[config.mk]
export PLATFORM = sky130hd
export DESIGN_NAME = pipeline_hazard_ctrl
export DESIGN_NICKNAME = d
export VERILOG_FILES = /design/src/rtl/pipeline_hazard_ctrl.sv
export SDC_FILE = /design/constraint.sdc
export NUM_CORES = 1
export LEC_CHECK = 0
export ABC_CLOCK_PERIOD_IN_PS = 4800
export BUFFER_PORTS_ARGS = -buffer_cell sky130_fd_sc_hd__buf_2
export CORE_UTILIZATION = 57
export DETAILED_ROUTE_END_ITERATION = 10
export HOLD_SLACK_MARGIN = 0.05
export MAX_ROUTING_LAYER = met4
export PLACE_DENSITY = 0.95
export SLEW_MARGIN = 20
export SYNTH_ARGS = -nofsm -noshare
export SYNTH_HDL_FRONTEND = slang
export SYNTH_SLANG_ARGS = --single-unit
export TNS_END_PERCENT = 1
[constraint.sdc]
create_clock -name clk_i -period 4.8 [get_ports clk_i]
set_input_delay 0.24 -clock clk_i [delete_from_list [all_inputs] [get_ports clk_i]]
set_output_delay 0.24 -clock clk_i [all_outputs]
set_load 0.05 [all_outputs]
[src/rtl/pipeline_hazard_ctrl.sv]
// Stall/flush sequencer for the 5-stage pipeline: load-use bubbles, branch flushes,
// data-memory wait handling with timeout, and a saturating stall-cycle counter.
module pipeline_hazard_ctrl #(
    parameter int unsigned MEM_TIMEOUT = 16,
    parameter int unsigned CNT_W       = 32
) (
    input  logic             clk_i,
    input  logic             rst_i,
    input  logic             start_i,
    input  logic [4:0]       id_rs1_addr_i,
    input  logic [4:0]       id_rs2_addr_i,
    input  logic             ex_memread_i,
    input  logic [4:0]       ex_rd_addr_i,
    input  logic             branch_taken_i,
    input  logic             mem_req_i,
    input  logic             mem_ack_i,
    output logic             pc_we_o,
    output logic             ifid_we_o,
    output logic             ifid_flush_o,
    output logic             idex_bubble_o,
    output logic             exmem_we_o,
    output logic             memwb_we_o,
    output logic [CNT_W-1:0] stall_cnt_o,
    output logic             err_o
);

    localparam int unsigned WAIT_W = $clog2(MEM_TIMEOUT + 1);

    typedef enum logic [1:0] {
        S_IDLE,
        S_RUN,
        S_MEM_WAIT,
        S_ERROR
    } state_t;

    state_t            state_q, state_d;
    logic [WAIT_W-1:0] wait_q, wait_d;
    logic              load_use;
    logic              run_decode;
    logic              err_set;
    logic              stall_cyc;

    // x0 is hardwired zero, so a load targeting it never creates a dependency
    assign load_use = ex_memread_i && (ex_rd_addr_i != '0) &&
                      ((ex_rd_addr_i == id_rs1_addr_i) || (ex_rd_addr_i == id_rs2_addr_i));

    always_comb begin
        state_d       = state_q;
        wait_d        = wait_q;
        run_decode    = 1'b0;
        err_set       = 1'b0;
        pc_we_o       = 1'b0;
        ifid_we_o     = 1'b0;
        ifid_flush_o  = 1'b0;
        idex_bubble_o = 1'b0;
        exmem_we_o    = 1'b0;
        memwb_we_o    = 1'b0;

        case (state_q)
            S_IDLE: begin
                if (start_i) begin
                    state_d = S_RUN;
                    wait_d  = '0;
                end
            end
            S_RUN: begin
                if (!start_i) begin
                    state_d = S_IDLE;
                end else if (mem_req_i && !mem_ack_i) begin
                    state_d = S_MEM_WAIT;
                    wait_d  = WAIT_W'(1);
                end else begin
                    run_decode = 1'b1;
                end
            end
            S_MEM_WAIT: begin
                if (!start_i) begin
                    state_d = S_IDLE;
                end else if (!mem_ack_i) begin
                    if (wait_q == WAIT_W'(MEM_TIMEOUT)) begin
                        state_d = S_ERROR;
                        err_set = 1'b1;
                    end else begin
                        wait_d = wait_q + WAIT_W'(1);
                    end
                end else begin
                    // ack cycle: pipeline resumes with the normal hazard decode
                    run_decode = 1'b1;
                    state_d    = S_RUN;
                end
            end
            S_ERROR: begin
                state_d = S_ERROR;
            end
            default: begin
                state_d = S_IDLE;
            end
        endcase

        if (run_decode) begin
            if (load_use) begin
                idex_bubble_o = 1'b1;
                exmem_we_o    = 1'b1;
                memwb_we_o    = 1'b1;
            end else begin
                pc_we_o      = 1'b1;
                ifid_we_o    = 1'b1;
                exmem_we_o   = 1'b1;
                memwb_we_o   = 1'b1;
                ifid_flush_o = branch_taken_i;
            end
        end
    end

    assign stall_cyc = ((state_q == S_RUN) || (state_q == S_MEM_WAIT)) && !pc_we_o;

    always_ff @(posedge clk_i or negedge rst_i) begin
        if (!rst_i) begin
            state_q     <= S_IDLE;
            wait_q      <= '0;
            stall_cnt_o <= '0;
            err_o       <= 1'b0;
        end else begin
            state_q <= state_d;
            wait_q  <= wait_d;
            if (err_set) begin
                err_o <= 1'b1;
            end
            if (stall_cyc && (stall_cnt_o != '1)) begin
                stall_cnt_o <= stall_cnt_o + CNT_W'(1);
            end
        end
    end

endmodule

==> flow_metrics.tcl, run 1 <==
set metrics [dict create \
    synthFlopType "dfrtp_1" \
    synth_seq_area_share_pct 41.43 \
    wl_um 5414 \
    startpoint "state_q[0]" \
    drv_cap 0 \
    row_count 23 \
    synth-seq-cells 40 \
    ys_top_cells_by_count "dfrtp_1, xor2_1, nand2_1" \
    avgSynthCellArea_um2 9.984 \
    port_buffers 60 \
    cts_max_path_buffers 2 \
    viasPerCell 6.083 \
    worst-path-buf-inv 3 \
    htreeDepth 2 \
    timing.final.ws_setup_ns 1.483 \
    status "completed" \
    setup_tns_ns 0 \
    pre_cts_slack_ns 1.892 \
    clkSinkCount 40 \
    die_x_um 67.11 \
    io_pins 61 \
    diodes 0 \
    cts_setup_buffers 0 \
    relSlewSlack_pct 26.04 \
    grt_max_degree 41 \
    cp_top_family "compound AO/OA/AOI/OAI gates" \
    n_fill_cell 293 \
    slowest_delay_ns 0.84 \
    finalHoldWorstSlack_ns 0.04494 \
    rsz0062_at_grt "no" \
    grt_pass1_vias 1875 \
    finalCritPeriodShare_pct 69.09 \
    leakage_nw 1.177 \
    setup.worst_path.end_class "primary output" \
    rrSetupSlack_ns 1.82 \
    cts_resized 0 \
    arrival_ns 3.08 \
    hold_viol 0 \
    grt_overflow 0 \
    required_ns 4.56 \
    cts_tree "done" \
    dr.pass1.iters 4 \
    crit_cells 6 \
    start_util_pct 59.97 \
    grt_pass1_wl_um 8556 \
    cts.clk_slew.worst_paths_ns 0.08 \
    ys_types 46 \
    r2r_start "stall_cnt_o[0]" \
    num_vias 2135 \
    root_buffer "clkbuf_8" \
    drive_gt1_share_pct 30.56 \
    synth_top_area_share_pct 41.43 \
    post_drt_wl_per_cell_um 15.42 \
    slowest_stage "a21oi_2" \
    die-height_um 67.11 \
    holdBufCountCts 0 \
    period_minus_slack_ns 3.317 \
    clk_latency_ns 0.31 \
    grt_antenna_before_repair 0 \
    max_freq_mhz 301.5 \
    cts_inserted_buffers 5 \
    setup_viol 0 \
    synth_warnings 0 \
    crit_chain "inv_1 -> ha_1 -> o211ai_1 -> a21oi_2 -> buf_4 -> buf_2" \
    peakVddDrop_mv 0.5058 \
    synth_top_area_cell "dfrtp_1" \
    nets 329 \
    synth_area_leaders "dfrtp_1, xor2_1, nor3_2, nand3_1, ha_1" \
    fin_skew_ns 0.007465 \
    utilization_pct 70.40 \
    synth_nets 271 \
    drt_iter0_drc 127 \
    async_flop_share_pct 100.0 \
    r2r_end "stall_cnt_o[29]" \
    start_kind "flip-flop" \
    endpoint "ifid_we_o" \
    crit_fanout 23 \
    area_delta_synth_final_pct 17.40 \
    syn_area_um2 2416 \
    core_um2 4029 \
    place_congestion 0.8347 \
    slew_viol_final 0 \
    ant_nets 0 \
    synth.most_common_cell "dfrtp_1" \
    p_per_area_nw_per_um2 701.4 \
    syn_inst 242 \
    grt_util_all_layers_pct 26.49 \
    dpl.hpwl_um 3955 \
    synth_edf_count 0 \
    critPathKind "flip-flop to primary output" \
    rr_worst_depth 7 \
    worst_slew_pin_slew_ns 1.109 \
    hp-class "primary input to asynchronous set/reset pin" \
    die_area_um2 4503 \
    drc_errors 0 \
]
## worst min-delay path by stage
| stage | slack [ns] | endpoint | cells after the start | start |
|---|---|---|---|---|
| after floorplan | -0.06 | err_o | 0 | rst_i |
| after global placement | 0.39 | stall_cnt_o[7] | 1 | rst_i |
| after detailed placement | 0.41 | stall_cnt_o[8] | 1 | rst_i |
| after CTS | 0.07 | stall_cnt_o[8] | 1 | rst_i |
| after global routing | 0.1 | stall_cnt_o[7] | 1 | rst_i |
| final | 0.04 | stall_cnt_o[8] | 1 | rst_i |
## metrics by stage
stage	instance area, um^2	power [W]	cells
final	2836	0.001990	351
after CTS	2836	0.001983	351
after global placement	2721	0.001651	343
after detailed placement	2721	0.001689	343
after global routing	2836	0.002101	351
after floorplan	2416	0.001471	242
## cell type report
cell class | instances | area, um^2 | area share [%]
clock inverters | 3 | 46.29 | 1.632
multi-input cells | 183 | 1313 | 46.27
repair buffers | 62 | 315.3 | 11.12
flip-flops and latches | 40 | 1001 | 35.29
well taps | 50 | 62.56 | 2.206
clock buffers | 5 | 68.82 | 2.426
inverters | 8 | 30.03 | 1.059
## cells by family (layout without fill, tap and decap cells)
group / after synthesis / after routing / share of synthesized area [%]
and+or+nand+nor: 111 / 111 / 27.76
muxes: 1 / 1 / 0.6213
buffers and inverters: 19 / 78 / 4.401
adders and majority gates: 7 / 7 / 3.625
DFF: 40 / 40 / 41.43
AOI/OAI and AO/OA: 23 / 23 / 7.302
xor gates and xnor gates: 41 / 41 / 14.86
## registers in the layout, indices dropped and copies added, names as in the netlist
signal	count
stall_cnt_o	32
err_o	1
state_q	2
wait_q	5
## power breakdown
part | leakage, nW | total, W | internal (W) | switching [W]
clock | 0.0548 | 0.000284 | 0.000157 | 0.000128
sequential | 0.425 | 0.000568 | 0.000437 | 0.000130
combinational | 0.697 | 0.00114 | 0.000315 | 0.000823
## cells in the final DEF (no fill, tap or decap), types with 2 or more instances in the layout
| cell | n |
|---|---|
| buf_2 | 60 |
| dfrtp_1 | 40 |
| xor2_1 | 31 |
| nand2_1 | 22 |
| nand3_1 | 19 |
| nor4_1 | 14 |
| xnor2_1 | 10 |
| nor3_2 | 10 |
| and3_1 | 9 |
| inv_1 | 8 |
| o21ai_0 | 7 |
| nor3_1 | 7 |
| ha_1 | 7 |
| nor2_1 | 5 |
| nor2b_1 | 5 |
| clkbuf_8 | 5 |
| nand4_1 | 3 |
| nor4b_1 | 3 |
| o22ai_1 | 2 |
| and3_2 | 2 |
| a211oi_1 | 2 |
| or2_2 | 2 |
| a32o_1 | 2 |
| buf_4 | 2 |
## per-layer routing
layer / GRT usage, % / up-vias / part of all wire (%)
met5: - / - / 0
met1: 32.07 / 1052 / 42
met2: 41.75 / 95 / 50
li1: - / 976 / -
met3: 7.363 / 12 / 6.6
met4: 10.11 / 0 / 2.0
## worst reg2reg max path, delay by kind of cell (launching register included)
family                   cells  cell delay, ns
flip-flops                   1            0.42
XOR/XNOR                     1            0.20
buffers and inverters        1            0.37
AND/OR/NAND/NOR              3            0.85
AO/OA/AOI/OAI                1            0.76
adder cells (fa/ha/maj)      1            0.27
(Power assumes the default switching activity.)
==> inputs of run 2 (changes only) <==
--- a/config.mk
+++ b/config.mk
@@ -5,13 +5,13 @@
 export SDC_FILE = /design/constraint.sdc
 export NUM_CORES = 1
 export LEC_CHECK = 0
-export ABC_CLOCK_PERIOD_IN_PS = 4800
+export ABC_CLOCK_PERIOD_IN_PS = 2700
 export BUFFER_PORTS_ARGS = -buffer_cell sky130_fd_sc_hd__buf_2
-export CORE_UTILIZATION = 57
+export CORE_UTILIZATION = 48
 export DETAILED_ROUTE_END_ITERATION = 10
 export HOLD_SLACK_MARGIN = 0.05
 export MAX_ROUTING_LAYER = met4
-export PLACE_DENSITY = 0.95
+export PLACE_DENSITY = 0.87
 export SLEW_MARGIN = 20
 export SYNTH_ARGS = -nofsm -noshare
 export SYNTH_HDL_FRONTEND = slang
==> constraint.sdc (replaced) <==
create_clock -name clk_i -period 2.7 [get_ports clk_i]
set_input_delay 0.135 -clock clk_i [delete_from_list [all_inputs] [get_ports clk_i]]
set_output_delay 0.135 -clock clk_i [all_outputs]
set_load 0.05 [all_outputs]
==> flow_metrics.tcl, run 2 (synthesis gave the netlist of run 1 again) <==
set metrics [dict create \
    grt_antenna_before_repair 0 \
    critPathKind "flip-flop to flip-flop" \
    dp.cells 362 \
    drv_cap 0 \
    rsz0062_at_grt "no" \
    finalHoldWorstSlack_ns 0.1521 \
    pwr-share-seq_pct 28.1 \
    largest_reg_flops 32 \
    setup_viol 0 \
    nets 332 \
    post_drt_wl_per_cell_um 14.25 \
    cts_setup_buffers 0 \
    mostFrequentLayoutCells "buf_2, xor2_1, dfrtp_1" \
    p_per_area_nw_per_um2 1239 \
    rrSetupSlack_ns 0.23 \
    port_buffers 60 \
    combPwrFrac_pct 57.8 \
    grt_max_degree 41 \
    pre_cts_slack_ns 0.2569 \
    ant_nets 0 \
    switchingPower_w 0.001899 \
    wl_um 5285 \
    intPower_w 0.001728 \
    grt_pass1_vias 1909 \
    place_congestion 0.8105 \
    start_kind "flip-flop" \
    io_pins 61 \
    dpl.hpwl_um 3815 \
    core_um2 4786 \
    cts.clk_slew.worst_paths_ns 0.08 \
    finalCritPeriodShare_pct 91.52 \
    leakage_nw 1.198 \
    timing.final.ws_setup_ns 0.2289 \
    clk_latency_ns 0.30 \
    grt_overflow 0 \
    cts_max_path_buffers 2 \
    clkSinkCount 40 \
    drive_gt1_share_pct 34.21 \
    max_freq_mhz 404.7 \
    setup.worst_path.end_class "flip-flop" \
    period_minus_slack_ns 2.471 \
    drt_iter0_drc 149 \
    relSlewSlack_pct 42.56 \
    num_vias 2028 \
    cts_resized 0 \
    switching_share_pct 52.36 \
    row_count 25 \
    diodes 0 \
    crit_fanout 18 \
    top_regs "stall_cnt_o (32), wait_q (5), state_q (2)" \
    start_util_pct 50.48 \
    slew_viol_final 0 \
    die-height_um 72.95 \
    power_w 0.003626 \
    peakVddDrop_mv 0.5557 \
    die_x_um 72.95 \
    fin_skew_ns 0.01139 \
    cts_inserted_buffers 5 \
    drc_errors 0 \
    hp-class "primary input to flip-flop" \
    status "completed" \
    arrival_ns 2.66 \
    die_area_um2 5321 \
    area_delta_synth_final_pct 21.13 \
    holdBufCountCts 1 \
    htreeDepth 2 \
    hold_viol 0 \
    required_ns 2.89 \
    worst_slew_pin_slew_ns 0.8616 \
    instances_no_fill 371 \
    max_flop_register "stall_cnt_o" \
    grt_pass1_wl_um 8618 \
    viasPerCell 5.466 \
    dr.pass1.iters 4 \
    final_common_cell "buf_2" \
    cts_tree "done" \
    root_buffer "clkbuf_8" \
    grt_util_all_layers_pct 21.64 \
    power_frac_clock_pct 14.1 \
    setup_tns_ns 0 \
]
-- run 2: changes by cell type in the layout (fill, tap and decap cells not counted), sizes merged --
cell / change
inv: -1
dlygate4sd3: +1
clkinvlp: -1
clkinv: +1
clkbuf: +1
buf: +2
-- run 2: final cells by class --
type	count	area, um^2
multi-input combinational	183	1313
timing repair buffer	65	365.4
clock inverter	2	38.79
sequential	40	1013
tap	67	83.83
inverter	8	30.03
clock buffer	6	82.58
fill	406	1859
-- run 2: worst paths after layout --
path,startpoint,end,cells past startpoint
max,stall_cnt_o[10],stall_cnt_o[1],7
min,start_i,err_o,2
max reg2reg,stall_cnt_o[10],stall_cnt_o[1],7
min reg2reg,err_o,err_o,1
max in group asynchronous,rst_i,stall_cnt_o[4],2
min in group asynchronous,rst_i,stall_cnt_o[14],2
-- run 2: stage by stage --
stage | util, % | cell area, um^2
after floorplan | - | 2429
after global placement | 58.41 | 2795
after detailed placement | 58.41 | 2795
after CTS | 61.15 | 2927
after global routing | 61.15 | 2927
final | 61.15 | 2927
-- run 2: power groups by stage --
| stage | sequential [W] | combinational [W] | clock, W |
|---|---|---|---|
| floorplan | 0.00154 | 0.00109 | 0 |
| global placement | 0.00101 | 0.00204 | 0 |
| detailed placement | 0.00103 | 0.00208 | 0 |
| CTS | 0.00102 | 0.00209 | 0.000517 |
| global route | 0.00105 | 0.00224 | 0.000543 |
| finish | 0.00102 | 0.00210 | 0.000511 |
-- run 2: critical path, cell delays in order, from the launching register on --
cell and delay, ns:
dfrtp_2 0.41, and4_2 0.30, nand3_4 0.10, or4_4 0.55, o41ai_4 0.44, buf_12 0.21, nor2_2 0.06, mux2_4 0.29
-- run 2: layer usage --
metal	up-vias	global-route usage, %	routed length, um
met5	-	-	0
met4	0	8.061	78
met3	9	5.387	301
met2	68	34.48	2509
met1	973	26.61	2396
li1	978	-	-
